**config.mk**
```make
export PLATFORM = sky130hd
export DESIGN_NAME = dsp_control_flat
export DESIGN_NICKNAME = d
export VERILOG_FILES = /design/src/rtl/dsp_control_if.sv /design/src/rtl/dsp_control.sv /design/src/flat_wrapper.sv
export SDC_FILE = /design/constraint.sdc
export NUM_CORES = 1
export LEC_CHECK = 0
export BUFFER_PORTS_ARGS = -buffer_cell sky130_fd_sc_hd__buf_2
export CAP_MARGIN = 15
export CELL_PAD_IN_SITES_DETAIL_PLACEMENT = 1
export CELL_PAD_IN_SITES_GLOBAL_PLACEMENT = 1
export CORE_AREA = 2 2 73 75
export DETAILED_ROUTE_END_ITERATION = 8
export DIE_AREA = 0 0 75 77
export MAX_ROUTING_LAYER = met4
export PLACE_DENSITY_LB_ADDON = 0.05
export SLEW_MARGIN = 20
export SYNTH_ARGS = -nofsm -noshare
export SYNTH_HDL_FRONTEND = slang
export SYNTH_SLANG_ARGS = --single-unit
```
**constraint.sdc**
```tcl
create_clock -name clk -period 1.7 [get_ports clk]
set_input_delay 0.17 -clock clk [delete_from_list [all_inputs] [get_ports clk]]
set_output_delay 0.17 -clock clk [all_outputs]
set_load 0.05 [all_outputs]
```
**src/rtl/dsp_control_if.sv**
```systemverilog
// Control bundle between the DSP sequencer (master) and the datapath/instruction memory (slave).
interface dsp_control_if #(
   parameter int PCW = 12,
   parameter int IW  = 16
);
   logic           run;
   logic [IW-1:0]  instr;
   logic           acc_zero;
   logic           pc_en;
   logic           pc_sel;
   logic [PCW-1:0] branch_target;
   logic           ir_en;
   logic           t_en;
   logic           p_en;
   logic           acc_en;
   logic           mem_we;
   logic           multInMux_ctrl;
   logic [3:0]     aluShifter_ctrl;
   logic [1:0]     aluInMux_ctrl;
   logic [2:0]     alu_ctrl;
   logic [2:0]     accumInMux_ctrl;
   logic [2:0]     accumShifter_ctrl;
   logic           busy;
   logic           illegal;

   modport master (
      input  run, instr, acc_zero,
      output pc_en, pc_sel, branch_target, ir_en, t_en, p_en, acc_en, mem_we,
             multInMux_ctrl, aluShifter_ctrl, aluInMux_ctrl, alu_ctrl,
             accumInMux_ctrl, accumShifter_ctrl, busy, illegal
   );

   modport slave (
      output run, instr, acc_zero,
      input  pc_en, pc_sel, branch_target, ir_en, t_en, p_en, acc_en, mem_we,
             multInMux_ctrl, aluShifter_ctrl, aluInMux_ctrl, alu_ctrl,
             accumInMux_ctrl, accumShifter_ctrl, busy, illegal
   );
endinterface

```
**src/rtl/dsp_control.sv**
```systemverilog
// Multi-cycle sequencer for the TMS32010-style datapath: fetch, decode, then one EXEC
// cycle (or BFETCH/BLOAD for two-word branches) driving every enable and mux select.
module dsp_control #(
   parameter int PCW = 12,
   parameter int IW  = 16
) (
   input  logic          clk,
   input  logic          reset,
   dsp_control_if.master bus
);
   localparam logic [3:0] OP_ADD  = 4'h0;
   localparam logic [3:0] OP_SUB  = 4'h1;
   localparam logic [3:0] OP_LAC  = 4'h2;
   localparam logic [3:0] OP_SACL = 4'h3;
   localparam logic [3:0] OP_LT   = 4'h4;
   localparam logic [3:0] OP_MPY  = 4'h5;
   localparam logic [3:0] OP_MPYK = 4'h6;
   localparam logic [3:0] OP_PAC  = 4'h7;
   localparam logic [3:0] OP_APAC = 4'h8;
   localparam logic [3:0] OP_LACK = 4'h9;
   localparam logic [3:0] OP_B    = 4'hA;
   localparam logic [3:0] OP_BZ   = 4'hB;
   localparam logic [3:0] OP_NOP  = 4'hC;

   typedef enum logic [2:0] {IDLE, FETCH, DECODE, EXEC, BFETCH, BLOAD} state_t;

   state_t         state, state_nxt;
   logic [3:0]     op_p1;
   logic [3:0]     shift_p1;
   logic [PCW-1:0] target_p1;
   logic [3:0]     op_live;

   assign op_live = bus.instr[IW-1 -: 4];

   function automatic logic is_branch(input logic [3:0] op);
      return (op == OP_B) || (op == OP_BZ);
   endfunction

   always_ff @(posedge clk) begin
      if (!reset) state <= IDLE;
      else        state <= state_nxt;
   end

   // Decode stage: opcode and shift field held for the EXEC/BLOAD cycle
   always_ff @(posedge clk) begin
      if (state == DECODE) begin
         op_p1    <= op_live;
         shift_p1 <= bus.instr[IW-5 -: 4];
      end
   end

   // Branch-word stage: second word of B/BZ becomes the target
   always_ff @(posedge clk) begin
      if (!reset)               target_p1 <= '0;
      else if (state == BFETCH) target_p1 <= bus.instr[PCW-1:0];
   end

   always_comb begin
      state_nxt = state;
      case (state)
         IDLE:        if (bus.run) state_nxt = FETCH;
         FETCH:       state_nxt = DECODE;
         DECODE:      state_nxt = is_branch(op_live) ? BFETCH : EXEC;
         EXEC, BLOAD: state_nxt = bus.run ? FETCH : IDLE;
         BFETCH:      state_nxt = BLOAD;
         default:     state_nxt = IDLE;
      endcase
   end

   // Enables are gated by reset so a reset landing in BLOAD/EXEC never half-loads the PC.
   always_comb begin
      bus.pc_en             = 1'b0;
      bus.pc_sel            = 1'b0;
      bus.ir_en             = 1'b0;
      bus.t_en              = 1'b0;
      bus.p_en              = 1'b0;
      bus.acc_en            = 1'b0;
      bus.mem_we            = 1'b0;
      bus.multInMux_ctrl    = 1'b0;
      bus.aluShifter_ctrl   = 4'd0;
      bus.aluInMux_ctrl     = 2'd0;
      bus.alu_ctrl          = 3'd0;
      bus.accumInMux_ctrl   = 3'd0;
      bus.accumShifter_ctrl = 3'd0;
      bus.illegal           = 1'b0;
      if (reset) begin
         case (state)
            DECODE: begin
               bus.ir_en = 1'b1;
               bus.pc_en = is_branch(op_live);
            end
            EXEC: begin
               bus.pc_en = 1'b1;
               case (op_p1)
                  OP_ADD, OP_SUB: begin
                     bus.acc_en          = 1'b1;
                     bus.alu_ctrl        = (op_p1 == OP_SUB) ? 3'd1 : 3'd0;
                     bus.aluShifter_ctrl = shift_p1;
                  end
                  OP_LAC: begin
                     bus.acc_en          = 1'b1;
                     bus.accumInMux_ctrl = 3'd1;
                     bus.aluShifter_ctrl = shift_p1;
                  end
                  OP_SACL: begin
                     bus.mem_we            = 1'b1;
                     bus.accumShifter_ctrl = shift_p1[2:0];
                  end
                  OP_LT:   bus.t_en = 1'b1;
                  OP_MPY:  bus.p_en = 1'b1;
                  OP_MPYK: begin
                     bus.p_en           = 1'b1;
                     bus.multInMux_ctrl = 1'b1;
                  end
                  OP_PAC: begin
                     bus.acc_en          = 1'b1;
                     bus.accumInMux_ctrl = 3'd2;
                  end
                  OP_APAC: begin
                     bus.acc_en        = 1'b1;
                     bus.aluInMux_ctrl = 2'd1;
                  end
                  OP_LACK: begin
                     bus.acc_en          = 1'b1;
                     bus.accumInMux_ctrl = 3'd4;
                  end
                  OP_B, OP_BZ, OP_NOP: ;
                  default: bus.illegal = 1'b1;
               endcase
            end
            BLOAD: begin
               bus.pc_en  = 1'b1;
               bus.pc_sel = (op_p1 == OP_B) || ((op_p1 == OP_BZ) && bus.acc_zero);
            end
            default: ;
         endcase
      end
   end

   assign bus.busy          = (state != IDLE);
   assign bus.branch_target = target_p1;
endmodule

```
**src/flat_wrapper.sv**
```systemverilog
// flat-port wrapper written by rule: the top's interface ports become plain ports
module dsp_control_flat 
#(
   parameter int PCW = 12,
   parameter int IW  = 16
)
  (clk, reset, bus_run, bus_instr, bus_acc_zero, bus_pc_en, bus_pc_sel, bus_branch_target, bus_ir_en, bus_t_en, bus_p_en, bus_acc_en, bus_mem_we, bus_multInMux_ctrl, bus_aluShifter_ctrl, bus_aluInMux_ctrl, bus_alu_ctrl, bus_accumInMux_ctrl, bus_accumShifter_ctrl, bus_busy, bus_illegal);
  dsp_control_if #(.PCW(PCW), .IW(IW)) bus_i ();
  input  logic clk;
  input  logic reset;
  input wire logic [$bits(bus_i.run)-1:0] bus_run;
  input wire logic [$bits(bus_i.instr)-1:0] bus_instr;
  input wire logic [$bits(bus_i.acc_zero)-1:0] bus_acc_zero;
  output wire logic [$bits(bus_i.pc_en)-1:0] bus_pc_en;
  output wire logic [$bits(bus_i.pc_sel)-1:0] bus_pc_sel;
  output wire logic [$bits(bus_i.branch_target)-1:0] bus_branch_target;
  output wire logic [$bits(bus_i.ir_en)-1:0] bus_ir_en;
  output wire logic [$bits(bus_i.t_en)-1:0] bus_t_en;
  output wire logic [$bits(bus_i.p_en)-1:0] bus_p_en;
  output wire logic [$bits(bus_i.acc_en)-1:0] bus_acc_en;
  output wire logic [$bits(bus_i.mem_we)-1:0] bus_mem_we;
  output wire logic [$bits(bus_i.multInMux_ctrl)-1:0] bus_multInMux_ctrl;
  output wire logic [$bits(bus_i.aluShifter_ctrl)-1:0] bus_aluShifter_ctrl;
  output wire logic [$bits(bus_i.aluInMux_ctrl)-1:0] bus_aluInMux_ctrl;
  output wire logic [$bits(bus_i.alu_ctrl)-1:0] bus_alu_ctrl;
  output wire logic [$bits(bus_i.accumInMux_ctrl)-1:0] bus_accumInMux_ctrl;
  output wire logic [$bits(bus_i.accumShifter_ctrl)-1:0] bus_accumShifter_ctrl;
  output wire logic [$bits(bus_i.busy)-1:0] bus_busy;
  output wire logic [$bits(bus_i.illegal)-1:0] bus_illegal;
  assign bus_i.run = bus_run;
  assign bus_i.instr = bus_instr;
  assign bus_i.acc_zero = bus_acc_zero;
  assign bus_pc_en = bus_i.pc_en;
  assign bus_pc_sel = bus_i.pc_sel;
  assign bus_branch_target = bus_i.branch_target;
  assign bus_ir_en = bus_i.ir_en;
  assign bus_t_en = bus_i.t_en;
  assign bus_p_en = bus_i.p_en;
  assign bus_acc_en = bus_i.acc_en;
  assign bus_mem_we = bus_i.mem_we;
  assign bus_multInMux_ctrl = bus_i.multInMux_ctrl;
  assign bus_aluShifter_ctrl = bus_i.aluShifter_ctrl;
  assign bus_aluInMux_ctrl = bus_i.aluInMux_ctrl;
  assign bus_alu_ctrl = bus_i.alu_ctrl;
  assign bus_accumInMux_ctrl = bus_i.accumInMux_ctrl;
  assign bus_accumShifter_ctrl = bus_i.accumShifter_ctrl;
  assign bus_busy = bus_i.busy;
  assign bus_illegal = bus_i.illegal;
  dsp_control #(.PCW(PCW), .IW(IW)) u_core (.clk(clk), .reset(reset), .bus(bus_i));
endmodule
```
**Word level (Yosys, flattened, before mapping)**

Cells that the tools add are included.

- Output and inout port bits: 37
- Word-level logic and storage cells: 80
- Input port bits: 20
- Bits in registers: 23

- Reductions and logical operators: 12
- Eq/ne operators: 20
- Mux-type cells: 44

Operator list:

| kind | number |
|---|---|
| 3-bit two-way mux | 10 |
| 4-bit == test, second input constant | 7 |
| 1-bit two-way mux | 26 |
| 4-bit by 3-bit == test with 1-bit output, second input constant | 4 |
| 3-bit one-hot mux with 5 select lines | 1 |
| 13-bit OR reduction | 1 |
| 4-bit two-way mux | 3 |
| 3-bit one-hot mux with 3 select lines | 1 |
| 4-bit by 2-bit == test with 1-bit output, second input constant | 2 |
| 3-bit by 2-bit == test with 1-bit output, second input constant | 2 |
| 3-bit == test, second input constant | 2 |
| 2-bit OR reduction | 3 |
| 6-bit OR reduction | 1 |
| 4-bit by 1-bit == test with 1-bit output, second input constant | 1 |
| 4-bit zero test | 1 |
| 2-bit two-way mux | 2 |
| 3-bit by 1-bit == test with 1-bit output, second input constant | 1 |
| 3-bit zero test | 1 |
| 3-bit nonzero test | 1 |
| 3-bit OR reduction | 1 |
| 1-bit logical OR | 2 |
| 2-bit != test, second input constant | 1 |
| 1-bit one-hot mux with 2 select lines | 1 |
| 1-bit logical AND | 1 |

**Logic depth before layout (Yosys ltp)**

- Depth after elaboration: 5
- Gate-level depth with buffers: 4
- Depth with buffers taken out: 3

**Least setup slack after synthesis**

Ideal clock, no wire load.

- Path type: register to output
- From: register u_core.state[2]
- To: output port bus_pc_sel
- Data arrival time: 2.309 ns
- Stages on the path, launching flop included: 5
- Slack: -0.779 ns
- Cell sequence: dfxtp_1 clkbuf_1 and2b_1 o21ai_0 nor4_1

- Cells in the longest elaborated chain, start to end: 3

Ends and longest elaborated chain:

| element | line | source |
|---|---|---|
| start: declaration | dsp_control.sv:27 | `state_t state, state_nxt;` |
| start signal: assignment | dsp_control.sv:41 | `else state <= state_nxt;` |
| 3-bit == test | dsp_control.sv:87 | `case (state)` |
| 1-bit two-way mux | dsp_control.sv:87 |  |
| 1-bit two-way mux | dsp_control.sv:86 | `if (reset) begin` |
| end: declaration | flat_wrapper.sv:15 | `output wire logic [$bits(bus_i.pc_sel)-1:0] bus_pc_sel;` |

No other way between the ends.

**Final worst setup path**

- From: register u_core.op_p1[2]
- To: output port bus_alu_ctrl[0]

- Cells in the longest elaborated chain, start to end: 5

Ends and longest elaborated chain:

| element | line | source |
|---|---|---|
| start: declaration | dsp_control.sv:28 | `logic [3:0] op_p1;` |
| start signal: assignment | dsp_control.sv:47 | `op_p1 <= op_live;` |
| 4-bit by 1-bit == test with 1-bit output or 4-bit zero test (tied branches) | dsp_control.sv:94, dsp_control.sv:97 |  |
| 1-bit two-way mux or 2-bit OR reduction (tied branches) | n/a |  |
| 3-bit two-way mux (*) | dsp_control.sv:94 | `case (op_p1)` |
| 3-bit two-way mux (*) | dsp_control.sv:87 |  |
| 3-bit two-way mux (*) | dsp_control.sv:86 |  |
| end: declaration | flat_wrapper.sv:25 | `output wire logic [$bits(bus_i.alu_ctrl)-1:0] bus_alu_ctrl;` |

Mark *: on every way between the ends. The rest lies on a longest branch, timed or not.

==> results.yml <==
outcome:
  outcome: "finished with violations"
  violations: "setup timing"
layout:
  nets: 209
  final_core_util_pct: 38.8
  stdcell_count: 258
  area_growth_pct: 58.0
  design_area_um2: 1930
  diodes: 0
  drive_above_1_share_pct: 58.0
  n_fill_cell: 575
clock_tree:
  numCtsBuffers: 3
  cts_buffer_depth: 2
  cts_tree: "done"
  clkLatencyLatePin_ns: 0.26
  clockRootBuffer: "clkbuf_8"
  htreeDepth: 1
  clock_sinks: 23
  clk_pin_slew_worst_paths_ns: 0.07
floorplanning:
  die_w_um: 75
  rows: 26
  start_util_pct: 24.6
  fp.dieH_um: 77
  core_region_area_um2: 4980
  pin_count: 57
  die_area_um2: 5780
placed_design:
  place_area_um2: 1640
  routabilityCongestion: 0.694
  post-place-ws_ns: 0.102
  dpl.cell_count: 244
  hpwl_um: 2500
  port_buffers: 53
yosys:
  synth_flop_cell: "dfxtp_1"
  ys_seq_area_share_pct: 44.2
  netlist_instances: 119
  ys_types: 39
  yosysTopAreaCellShare_pct: 24.6
  ys_async_sr_fraction_pct: 0
  synth_area_leaders: "dfxtp_1 25%, edfxtp_1 20%, mux2i_1 9.8%, nor2b_1 7.7%, buf_6 2.8%"
  synth_top_cell_by_area: "dfxtp_1"
  yosysWarnings: 0
  synth_area_um2: 1220
  synth-edff-count: 8
  yosys_register_bits: 23
  syn_avg_cell_area_um2: 10.3
critical_path:
  worst-setup-path-type: "flop to output port"
  path_max_fanout: 4
  crit_path_end_kind: "output port"
  path_delay_family: "simple AND/OR/NAND/NOR gates"
  path_buf_inv: 2
  worstReg2RegStart: "u_core.state[2]$_SDFFE_PN0P_"
  cpMaxStageDelayCell: "edfxtp_1"
  path_cells: "buf_4 > or3_4 > nor2_2 > buf_6"
  worst_ep_arrival_time_ns: 1.63
  worst_setup_path_start_kind: "flop"
  critical_path.startpoint: "u_core.op_p1[2]$_DFFE_PN_"
  worst_ep_required_time_ns: 1.53
  max_stage_delay_ns: 0.47
sta:
  final.min_clock_period_ns: 1.80
  clock_skew_ns: 0.00197
  setup_violations: 7
  fin_crit_sh_pct: 106
  slew_viol_final: 0
  rsz0062_at_grt: "yes"
  timing.fmax_mhz: 555
  holdWs_ns: 0.0855
  hold_viol: 0
  fin_ws_ns: -0.102
  finalSetupTns_ns: -0.316
global_route:
  antenna_found_initial: 0
  grt_max_degree: 18
  grt_pass1_vias: 1094
  grt_pass1_wl_um: 5160
  overflow: 0
  grtUsageTotal_pct: 11.6
detailed_routing:
  wl_per_cell_um: 12.4
  routed_wl_um: 3190
  via_count: 1096
  first_pass_iters: 4
  vias_per_cell: 4.25
  ant_nets: 0
  drcViolationCount: 0
  drtIter0Drc: 9
worst_hold_path:
  min_from: "bus_instr[12]"
  min_path_type: "input pin to flop"
flow_run:
  cap_violations: 0
pwr:
  power_density_nw_per_um2: 587
  p_total_mw: 1.13
  peakVddDrop_mv: 0.401
  power_leakage_nw: 0.840
state kept, by name, summed over array words and instances (netlist names):
signal                    flops
u_core.bus.branch_target     12
u_core.op_p1                  4
u_core.shift_p1               4
u_core.state                  3
layout make-up:
cell class	instances	area, um2	area share [%]
Clock buffer	4	45.0	2.33
Tap cell	70	87.6	4.53
Sequential cell	23	547	28.3
Multi-Input combinational cell	84	704	36.5
Inverter	2	7.51	0.389
Timing Repair Buffer	75	541	28.0
final timing paths:
check / to / slack, ns / depth (start not counted)
hold / removal: u_core.op_p1[0]$_DFFE_PN_ / 0.09 / 1
setup reg to reg: u_core.bus.branch_target[3]$_SDFFE_PN0N_ / 0.32 / 5
hold reg to reg: u_core.bus.branch_target[2]$_SDFFE_PN0N_ / 0.52 / 2
setup / recovery: bus_alu_ctrl[0] / -0.10 / 4
logic make-up (layout without fill, tap and decap cells):
kind of cell | Yosys count | count (layout) | synth area share, %
AND/OR/NAND/NOR | 55 | 55 | 30.9
multiplexers | 12 | 12 | 9.83
AO/OA/AOI/OAI | 14 | 14 | 7.37
flip-flops | 23 | 23 | 44.2
other | 1 | 3 | 0.307
buffers and inverters | 14 | 81 | 7.37
power breakdown:
| part | total (mW) | switching (mW) | internal (mW) | leakage (nW) |
|---|---|---|---|---|
| sequential | 0.605 | 0.0174 | 0.588 | 0.196 |
| combinational | 0.206 | 0.119 | 0.0862 | 0.622 |
| clock | 0.323 | 0.157 | 0.167 | 0.0228 |
| total | 1.13 | 0.294 | 0.841 | 0.840 |
what timing repair did:
item	in CTS	in global routing
gates resized for setup	34	23
setup buffers	0	9
hold buffers	0	0
pin swaps	2	6
cloned	0	1
endpoints found under the setup margin	18	20
synthesized netlist by cell type (2+ instances only):
| library cell | count |
|---|---|
| buf_4 | 3 |
| buf_6 | 3 |
| dfxtp_1 | 15 |
| nand2_1 | 2 |
| nor2_1 | 7 |
| inv_1 | 2 |
| clkbuf_1 | 3 |
| o21ai_0 | 4 |
| nand3_1 | 4 |
| mux2i_1 | 12 |
| edfxtp_1 | 8 |
| and2_1 | 2 |
| and3_1 | 4 |
| nor2b_1 | 15 |
| and2b_1 | 2 |
| nand2b_1 | 3 |
| nor3_1 | 3 |
| or3_1 | 3 |
| clkbuf_2 | 2 |
| a21oi_1 | 3 |
placed cells by master, fill, tap and decap left out, types with 2 or more instances in the layout:
master,n
buf_2,36
buf_4,23
nor2b_1,15
mux2i_1,12
dfxtp_1,12
buf_6,10
edfxtp_1,8
nor2_2,4
and3_1,4
buf_8,4
nand2b_1,3
conb_1,3
clkbuf_8,3
or3_4,2
nand3_1,2
nor2_4,2
nor4_4,2
and2_4,2
inv_1,2
nand3_2,2
nor3_2,2
o21ai_2,2
a21oi_2,2
o21ai_0,2
a21oi_1,2
clkbuf_4,2
dfxtp_2,2
worst register-to-register path, cell delays in order, from the launching register on:
cell     delay [ns]
dfxtp_2        0.38
buf_4          0.16
nor3b_4        0.17
buf_4          0.26
mux2i_1        0.24
nor2b_1        0.07
routing by layer:
metal / GRT usage, % / part of all wire, % / vias to the layer above / wire, um
met5: - / 0 / - / 0
met2: 18.9 / 53 / 35 / 1680
li1: - / - / 545 / -
met3: 3.02 / 6.2 / 2 / 199
met4: 2.14 / 0.53 / 0 / 17
met1: 14.4 / 40 / 514 / 1290
No activity file was read; power rests on OpenSTA's default activity.
